`src/rtl/eth_tx_arbiter.sv`:
```
`default_nettype none
// ============================================================================
// Module   : eth_tx_arbiter
// Purpose  : Round-robin sharing of one MII transmit path between NUM_REQ
//            nibble-stream sources. Adds preamble/SFD, streams the frame,
//            then holds the inter-frame gap. Owner starvation mid-frame
//            truncates the frame and drains the rest of it.
// Options  : ETH_TX_MAXLEN_EN - abort frames reaching MAX_NIBBLES data
//            nibbles without a last marker (err_oversize stays 0 otherwise).
// Revision : 1.0 - initial release
// ============================================================================
module eth_tx_arbiter #(
    parameter int N           = 4,
    parameter int NUM_REQ     = 2,
    parameter int IFG_CYCLES  = 24,
    parameter int MAX_NIBBLES = 3036
) (
    input  logic                   clk,
    input  logic                   rst_b,
    input  logic [NUM_REQ-1:0]     req_valid,
    input  logic [NUM_REQ*N-1:0]   req_data,
    input  logic [NUM_REQ-1:0]     req_last,
    output logic [NUM_REQ-1:0]     req_ready,
    output logic [NUM_REQ-1:0]     grant,
    output logic [N-1:0]           eth_txd,
    output logic                   eth_txen,
    output logic                   busy,
    output logic                   err_underrun,
    output logic                   err_oversize
);

    localparam int IW      = (NUM_REQ > 1) ? $clog2(NUM_REQ) : 1;
    localparam int IW1     = IW + 1;
    localparam int PRE_LEN = 15;
    localparam int TW      = $clog2(((IFG_CYCLES > PRE_LEN) ? IFG_CYCLES : PRE_LEN) + 1);

    localparam logic [TW-1:0] PRE_LAST = TW'(PRE_LEN - 1);
    localparam logic [TW-1:0] IFG_LAST = TW'(IFG_CYCLES);
    localparam logic [N-1:0]  NIB_PRE  = N'(4'h5);
    localparam logic [N-1:0]  NIB_SFD  = N'(4'hD);
    localparam logic [11:0]   CNT_SAT  = 12'hFFF;
    localparam logic [11:0]   LEN_MAX  = 12'(MAX_NIBBLES);

`ifdef ETH_TX_MAXLEN_EN
    localparam logic LIMIT_EN = 1'b1;
`else
    localparam logic LIMIT_EN = 1'b0;
`endif

    typedef enum logic [2:0] {
        S_IDLE  = 3'd0,
        S_PRE   = 3'd1,
        S_SFD   = 3'd2,
        S_DATA  = 3'd3,
        S_DRAIN = 3'd4,
        S_IFG   = 3'd5
    } state_t;

    state_t               state_q, state_d;
    logic [TW-1:0]        tmr_q, tmr_d;
    logic [11:0]          cnt_q, cnt_d;
    logic [IW-1:0]        gidx_q, gidx_d;
    logic [IW-1:0]        rr_q, rr_d;
    logic [NUM_REQ-1:0]   grant_q, grant_d;
    logic [N-1:0]         txd_q, txd_d;
    logic                 txen_q, txen_d;
    logic                 und_q, und_d;
    logic                 ovs_q, ovs_d;

    logic [IW-1:0]        w_rr_next;
    logic [IW-1:0]        w_arb_base;
    logic [IW1-1:0]       w_sum;
    logic [IW-1:0]        w_arb_idx;
    logic                 w_arb_found;
    logic                 w_owner_rdy;
    logic                 w_sel_valid;
    logic                 w_sel_last;
    logic [N-1:0]         w_sel_data;
    logic [11:0]          w_cnt_inc;
    logic                 w_len_abort;
    logic                 w_start;

    // Pointer the next arbitration starts from once the current owner finishes.
    assign w_rr_next  = (gidx_q == IW'(NUM_REQ - 1)) ? '0 : gidx_q + 1'b1;
    // At IFG exit the pointer is being advanced in the same edge, so look ahead.
    assign w_arb_base = (state_q == S_IFG) ? w_rr_next : rr_q;
    assign w_owner_rdy = (state_q == S_SFD) || (state_q == S_DATA) || (state_q == S_DRAIN);
    assign w_cnt_inc   = (cnt_q == CNT_SAT) ? cnt_q : cnt_q + 12'd1;
    assign w_len_abort = LIMIT_EN && (w_cnt_inc == LEN_MAX);

    // First valid requester at or after the base pointer, wrapping.
    always_comb begin
        w_arb_found = 1'b0;
        w_arb_idx   = '0;
        w_sum       = '0;
        for (int k = NUM_REQ - 1; k >= 0; k--) begin
            w_sum = {1'b0, w_arb_base} + IW1'(k);
            if (w_sum >= IW1'(NUM_REQ)) begin
                w_sum = w_sum - IW1'(NUM_REQ);
            end
            if (req_valid[w_sum[IW-1:0]]) begin
                w_arb_found = 1'b1;
                w_arb_idx   = w_sum[IW-1:0];
            end
        end
    end

    // Owner's stream selection and per-requester ready (only the owner sees it).
    always_comb begin
        w_sel_valid = 1'b0;
        w_sel_last  = 1'b0;
        w_sel_data  = '0;
        req_ready   = '0;
        for (int i = 0; i < NUM_REQ; i++) begin
            if (gidx_q == IW'(i)) begin
                w_sel_valid  = req_valid[i];
                w_sel_last   = req_last[i];
                w_sel_data   = req_data[i*N +: N];
                req_ready[i] = w_owner_rdy;
            end
        end
    end

    // Next-state and registered-output values; MII outputs track the state entered.
    always_comb begin
        state_d = state_q;
        tmr_d   = tmr_q;
        cnt_d   = cnt_q;
        gidx_d  = gidx_q;
        rr_d    = rr_q;
        grant_d = grant_q;
        txd_d   = '0;
        txen_d  = 1'b0;
        und_d   = 1'b0;
        ovs_d   = 1'b0;
        w_start = 1'b0;

        case (state_q)
            S_IDLE: begin
                cnt_d = '0;
                if (w_arb_found) begin
                    w_start = 1'b1;
                end
            end
            S_PRE: begin
                txen_d = 1'b1;
                if (tmr_q == PRE_LAST) begin
                    state_d = S_SFD;
                    txd_d   = NIB_SFD;
                    tmr_d   = '0;
                end else begin
                    txd_d = NIB_PRE;
                    tmr_d = tmr_q + 1'b1;
                end
            end
            S_SFD, S_DATA: begin
                if (!w_sel_valid) begin
                    state_d = S_DRAIN;
                    und_d   = 1'b1;
                end else begin
                    cnt_d  = w_cnt_inc;
                    txen_d = 1'b1;
                    txd_d  = w_sel_data;
                    if (w_sel_last) begin
                        // Timer starts at 0: the last nibble occupies the first IFG cycle.
                        state_d = S_IFG;
                        tmr_d   = '0;
                    end else if (w_len_abort) begin
                        state_d = S_DRAIN;
                        ovs_d   = 1'b1;
                    end else begin
                        state_d = S_DATA;
                    end
                end
            end
            S_DRAIN: begin
                if (w_sel_valid && w_sel_last) begin
                    // Line already idle here, so every IFG cycle counts toward the gap.
                    state_d = S_IFG;
                    tmr_d   = TW'(1);
                end
            end
            S_IFG: begin
                if (tmr_q == IFG_LAST) begin
                    rr_d = w_rr_next;
                    if (w_arb_found) begin
                        w_start = 1'b1;
                    end else begin
                        state_d = S_IDLE;
                        grant_d = '0;
                    end
                end else begin
                    tmr_d = tmr_q + 1'b1;
                end
            end
            default: begin
                state_d = S_IDLE;
                grant_d = '0;
            end
        endcase

        if (w_start) begin
            state_d            = S_PRE;
            grant_d            = '0;
            grant_d[w_arb_idx] = 1'b1;
            gidx_d             = w_arb_idx;
            tmr_d              = '0;
            cnt_d              = '0;
            txen_d             = 1'b1;
            txd_d              = NIB_PRE;
        end
    end

    // State and output registers; reset cuts any frame in flight immediately.
    always_ff @(posedge clk or negedge rst_b) begin
        if (!rst_b) begin
            state_q <= S_IDLE;
            tmr_q   <= '0;
            cnt_q   <= '0;
            gidx_q  <= '0;
            rr_q    <= '0;
            grant_q <= '0;
            txd_q   <= '0;
            txen_q  <= 1'b0;
            und_q   <= 1'b0;
            ovs_q   <= 1'b0;
        end else begin
            state_q <= state_d;
            tmr_q   <= tmr_d;
            cnt_q   <= cnt_d;
            gidx_q  <= gidx_d;
            rr_q    <= rr_d;
            grant_q <= grant_d;
            txd_q   <= txd_d;
            txen_q  <= txen_d;
            und_q   <= und_d;
            ovs_q   <= ovs_d;
        end
    end

    assign grant        = grant_q;
    assign eth_txd      = txd_q;
    assign eth_txen     = txen_q;
    assign busy         = (state_q != S_IDLE);
    assign err_underrun = und_q;
    assign err_oversize = ovs_q;

endmodule
`default_nettype wire

```
`config.mk`:
```
export PLATFORM = sky130hd
export DESIGN_NAME = eth_tx_arbiter
export DESIGN_NICKNAME = d
export VERILOG_FILES = /design/src/rtl/eth_tx_arbiter.sv
export SDC_FILE = /design/constraint.sdc
export NUM_CORES = 1
export LEC_CHECK = 0
export ABC_CLOCK_PERIOD_IN_PS = 3040
export CAP_MARGIN = 20
export CORE_MARGIN = 3
export CORE_UTILIZATION = 65
export DETAILED_ROUTE_END_ITERATION = 8
export DONT_BUFFER_PORTS = 1
export PLACE_DENSITY = 0.89
export SETUP_SLACK_MARGIN = 0.3
export SLEW_MARGIN = 20
export SYNTH_ARGS = -nofsm -noshare
export SYNTH_HDL_FRONTEND = slang
export SYNTH_SLANG_ARGS = --single-unit
export TNS_END_PERCENT = 50
```
`constraint.sdc`:
```
create_clock -name clk -period 3.04 [get_ports clk]
set_input_delay 0.152 -clock clk [delete_from_list [all_inputs] [get_ports clk]]
set_output_delay 0.152 -clock clk [all_outputs]
set_load 0.005 [all_outputs]
```
==> impl_results.md, run 1 <==
- CTS clock-pin slew for the worst setup and hold paths: about 0.10 ns
- Worst EP required: between 3 and 4 ns
- Mean Syn Cell Area: 9.28 µm²
- HPWL after detailed placement: ~2.0 mm
- Final Cell Area: about 1200 µm²
- Num ports: 26
- Stages on the worst setup path: 5
- Post-synthesis async set-or-reset flop share: 100%
- Slew Limit Headroom: between 40 and 50%
- Min-Delay Path Depth: 3
- Worst-path cell chain: inv_1 > o22ai_2 > a21oi_2 > and3_4 > a221o_1
- Average vias per placed instance: ~7
- Layout Skew: 0.00114 ns
- Synth-to-layout area growth: 1.94%
- GRT Util Overall: 25.8%
- Commonest non-fill, non-tap cells in the layout: dfrtp_1, nor2_1, nand2_1
- Max IR drop VDD: just under 0.0006 V
- RSZ-0062 raised after global routing: no
- First-pass GRT wire length: around 4.8 mm
- Critical Path Source: state_q[2]$_DFFE_PN0P_
- Hold Path Sink: gidx_q$_DFFE_PN0P_
- Outcome: finished clean
- Most common flop cell mapped by yosys: dfrtp_1
- DIE AREA: 2440 µm²
- Yosys cell types: 50
- Min Hold Slack: approximately 0.095 ns
- DRC Markers: 0
- HP Start: req_valid[0]
- R2R cell count: 5
- Initial antenna violation count: 0
- Final TNS setup: 0 ns
- Fin. Hold Viols: 0
- Share of cells above drive strength 1: between 10 and 15%
- I/O Buffers: 0
- Largest net degree at the start of global routing: 24
- Worst R2R Start: state_q[2]$_DFFE_PN0P_
- CTS tree: done
- CP max FO: 23
- Syn Std Cell Area: 1220 µm²
- Iteration-0 DRC Markers: 38
- CTS H-Tree Depth: 1
- Final #Nets: between 100 and 150
- Flop2flop setup slack: 0.98 ns
- Starting density of the core: a little over two thirds
- Post-CTS setup buffers: 0
- ANT cells: 0
- Hold_buf cts: 1
- Die width: approximately 49 µm
- Highest clock rate: between 400 and 500 MHz
- Fin. max-slew vios: 0
- Insertion delay to the later sink of the worst-skew pair: roughly 0.30 ns
- Mapped Cells: roughly 130
- Post-synth EDFFs: 0
- WL final: approximately 2.8 mm
- Worst Slack Setup Final: just under 1 ns
- Tot Pwr: between 1 and 1.5 mW
- Crit path largest cell delay: 0.79 ns
- Placed cell areas: 1200 µm²
- Period minus WS final: ~2.1 ns
- Yosys warnings: 0
- CP max stage cell: dfrtp_1
- CP startpoint kind: register
- Most common cell after layout, fill and taps aside: dfrtp_1
- Leakage Power: between 0.5 and 0.6 nW
- Crit path kind: register to register
- Worst Setup End Kind: register
- Post-CTS sizing: 0
- Root Buffer: clkbuf_4
- Max cap viols: 0
- Setup violators final: 0
- FF-to-FF End: tmr_q[2]$_DFFE_PN0P_
- Core Region: 1750 µm²
- CP bufs+invs: 1
- Final core occ: a little under three quarters
- Cell area power density: 884 nW/µm²
- Crit share post-route: around two thirds
- TritonCTS Sinks: 18
- Gpl congestion: between 0.8 and 0.9
- Dpl cells: around 150
- Vias: approximately 1.1k
- Layout Cells excl Fill: between 150 and 200
- Delay-heaviest family, CP: flip-flops
- Routed WL per cell: approximately 18 µm
- Tightest Pin Transition: 0.832 ns
- Dpl ws: approximately 1.0 ns
- Min-delay worst type: input pin to register
- Seq/Total Area, Yosys: around 37%
- Total CTS buffers: 3
- Register bit total from synthesis: 18
- Synthesized net count: approximately 150
- Final antenna-violating net count: 0
- Row count: 15
- Aggregate global routing overflow: 0
- DR pass1 iterations: 4
- Worst-case clock buffer depth: 2
- Die span in y: between 40 and 50 µm
- Vias in the first global route: a little under 1k
- CP arrival: 2.25 ns
[routing by layer]
metal  up-vias  track usage, %  share of wire [%]
met5         -               0                  0
met2        59            39.3                 49
met4         0            9.68                3.2
met3        14            5.81                8.8
li1        482               -                  -
met1       500            35.7                 39
[cells in the mapped netlist, types with 2 or more instances]
cell	count	area share [%]
nor3_1	3	1.2
mux2_2	4	3.7
o21ai_0	5	2.0
nor2_1	10	3.1
a21oi_1	5	2.0
and3_1	3	1.5
a21boi_0	2	1.2
o21ai_1	4	1.6
ha_1	3	3.1
dfrtp_1	18	37
o31ai_1	2	1.2
and4b_1	2	1.6
buf_2	4	1.6
buf_6	2	1.8
nand2_1	9	2.8
a211o_1	2	1.4
o22ai_1	5	2.6
mux2i_1	3	2.5
inv_1	7	2.1
a2bb2oi_1	2	1.4
nand3_1	3	1.2
a21boi_1	2	1.2
a31oi_1	5	2.6
[flip-flops by register name, indices dropped and copies added, names as in the netlist]
signal,flops
err_underrun,1
eth_txd,4
eth_txen,1
gidx_q,1
grant,2
rr_q,1
state_q,3
tmr_q,5
[worst max-delay path by stage]
stage / endpoint / slack (ns)
after global routing: tmr_q[2]$_DFFE_PN0P_ / 0.85
after CTS: tmr_q[2]$_DFFE_PN0P_ / 1.01
after floorplan: tmr_q[2]$_DFFE_PN0P_ / 1.34
final: tmr_q[2]$_DFFE_PN0P_ / 0.98
after global placement: tmr_q[2]$_DFFE_PN0P_ / 1.16
after detailed placement: tmr_q[2]$_DFFE_PN0P_ / 1.04
[cell families after synthesis]
logic type | share of synthesized area, %
simple gates | 21.1
mux | 7.05
other cells | 0.306
flops | 36.8
fa+ha+maj | 3.06
compound gates | 24.8
buf+inv | 6.84
[worst register-to-register path, cell delays in order (launching register included)]
cell and delay [ns]:
dfrtp_1 0.79, inv_1 0.30, o22ai_2 0.26, a21oi_2 0.08
and3_4 0.23, a221o_1 0.30
[power breakdown]
| part | internal, mW | switching [mW] |
|---|---|---|
| Combinational | 0.224 | 0.242 |
| Clock | 0.0731 | 0.0767 |
| Sequential | 0.326 | 0.162 |
[layout make-up]
class / count / area (µm²)
Inverter: 8 / 30.0
Multi-Input combinational cell: 98 / 691
Tap cell: 25 / 31.3
Fill cell: 134 / 497
Sequential cell: 18 / 450
Clock buffer: 4 / 36.3
Timing Repair Buffer: 1 / 10.0
Power figures use the tool's default switching activity.
==> inputs of run 2 (changes only) <==
ABC_CLOCK_PERIOD_IN_PS = 1700   (was 3040)
CORE_UTILIZATION = 56   (was 65)
PLACE_DENSITY = 0.82   (was 0.89)
clock period = 1.7 ns   (was 3.04 ns; I/O delays follow)
==> run 2 against run 1 <==
Critical path type unchanged; clock-buffer cell count unchanged; hold slack got worse by 0.061 ns; combinational power rose to 3.6 times the previous value; power rose by 150%; fmax grew 15%; largest power group is now combinational cells; sequential power increased by 58%; register-to-register slack got worse by 1.1 ns; the run now ends with negative setup slack left; highest routed layer unchanged; clock skew is 0.0016 ns higher; largest cell class unchanged; routed wire length up 43%.
==> impl_results.md, run 2 (synthesized netlist as in run 1, its figures left out) <==
- CTS tree: done
- GRT busiest layer: met2
- Cell area power density: about 1600 nW/µm²
- Top reg by flops: tmr_q
- Row count: 16
- Final core occ: slightly above 80%
- Die span in y: ~53 µm
- Leakage Power: 0.762 nW
- Core Region: approximately 2000 µm²
- Synth-to-layout area growth: 35.6%
- Worst Setup End Kind: register
- Fin. max-slew vios: 0
- Worst Slack Setup Final: -0.0971 ns
- CTS H-Tree Depth: 1
- Crit share post-route: 106%
- CP arrival: about 2.0 ns
- Met3 Track Usage GR: under 10%
- GRT Util Overall: 26.1%
- Flop2flop setup slack: -0.1 ns
- R2R cell count: 7
- Share of cells above drive strength 1: just over 40%
- Root Buffer: clkbuf_4
- Die width: ~53 µm
- FF-to-FF End: tmr_q[2]$_DFFE_PN0P_
- Met2 Usage GRT: approximately 44%
- WL final: between 3 and 4 mm
- I/O Buffers: 0
- First-pass GRT wire length: 5.32 mm
- Layout Cells excl Fill: 182
- Vias in the first global route: 1083
- Worst-case clock buffer depth: 2
- Outcome: complete, but fails checks
- GRT met1 Usage: roughly 32%
- RSZ-0062 raised after global routing: yes
- Commonest non-fill, non-tap cells in the layout: dfrtp_1, buf_4, nor2_1
- Crit path kind: register to register
- Total CTS buffers: 3
- Period minus WS final: roughly 1.8 ns
- Critical Path Source: tmr_q[0]$_DFFE_PN0P_
- CP max FO: 4
- Aggregate global routing overflow: 0
- CTS clock-pin slew for the worst setup and hold paths: about 0.11 ns
- DRC Markers: 0
- HPWL after detailed placement: ~2.2 mm
- Gpl congestion: between 0.8 and 0.9
- Vias: 1222
- Routed WL per cell: approximately 22 µm
- Worst R2R Start: tmr_q[0]$_DFFE_PN0P_
- Highest clock rate: roughly 560 MHz
- Largest register FFs: 5
- Tightest Pin Transition: about 0.87 ns
- Iteration-0 DRC Markers: 47
- Worst EP required: 1.91 ns
- Min Hold Slack: 0.0344 ns
- Initial antenna violation count: 0
- Layout Skew: 0.00273 ns
- Insertion delay to the later sink of the worst-skew pair: a little over 0.3 ns
- TritonCTS Sinks: 18
- CP Capture Point: tmr_q[2]$_DFFE_PN0P_
- Setup violators final: 6
- Final #Nets: roughly 170
- Failing checks: negative setup slack
- ANT cells: 0
- CP startpoint kind: register
- Fin. Hold Viols: 0
- Min-delay worst type: input pin to register
- Dpl cells: between 150 and 200
- Max cap viols: 0
- Final antenna-violating net count: 0
- DR pass1 iterations: 4
- DIE AREA: about 2800 µm²
- Min-Delay Path Depth: 3
- Slew Limit Headroom: 41.9%
- Starting density of the core: 60.6%
- Max IR drop VDD: 0.00118 V
- Num ports: 26
- Largest net degree at the start of global routing: 23
- Average vias per placed instance: approximately 6.7
[run 2: changes by cell type in the layout (fill, tap and decap cells not counted), moves of 4 or more]
cell	change
buf_4	+17
buf_6	+4
dlygate4sd3_1	+4
o21ai_2	+4
[run 2: area by class of cell]
type,count,area (µm²)
multi-input combinational,98,867
clock buffer,4,36.3
inverter,8,30.0
sequential,18,452
tap,27,33.8
timing repair buffer,27,243
fill,101,360
[run 2: worst min-delay path by stage]
stage	start	slack (ns)	to
2_1_floorplan	rst_b	-0.21	err_underrun$_DFF_PN0_
3_3_place_gp	rst_b	-0.21	grant[1]$_DFFE_PN0P_
3_5_place_dp	rst_b	-0.21	grant[0]$_DFFE_PN0P_
4_1_cts	req_last[0]	0.08	state_q[1]$_DFFE_PN0P_
5_1_grt	req_valid[0]	0.03	gidx_q$_DFFE_PN0P_
6_report	req_valid[0]	0.03	gidx_q$_DFFE_PN0P_
[run 2: metrics by stage]
stage	total power, mW	setup WS (ns)	setup TNS [ns]	cell area, µm²
floorplan	1.53	0.0733	0	1230
global placement	1.84	0.0685	0	1330
detailed placement	1.90	-0.0296	-0.0592	1330
CTS	2.26	-0.0298	-0.0585	1470
global route	2.88	-0.197	-0.969	1660
finish	2.73	-0.0971	-0.362	1660
[run 2: critical path: stages (launching register included)]
cell and delay [ns]:
dfrtp_1 0.42, inv_2 0.12, ha_4 0.16, nand4b_4 0.15, nor3_4 0.25, o21ai_2 0.11, and3_4 0.21, a221o_1 0.29
[run 2: layer usage]
layer	vias up	routed length, µm
met4	0	102
met5	-	0
met3	11	357
met1	593	1460
met2	80	2020
li1	538	-
[run 2: what timing repair did]
action	CTS	global route
gates resized for setup	7	33
hold buffers	5	0
pin swaps	1	15
endpoints found under the hold margin	19	0
endpoints found under the setup margin	14	20
setup buffers	3	5
[run 2: report_power, final]
group | leakage, nW | switching [mW] | internal (mW)
clock | 0.0210 | 0.149 | 0.131
sequential | 0.225 | 0.181 | 0.588
combinational | 0.516 | 0.853 | 0.824
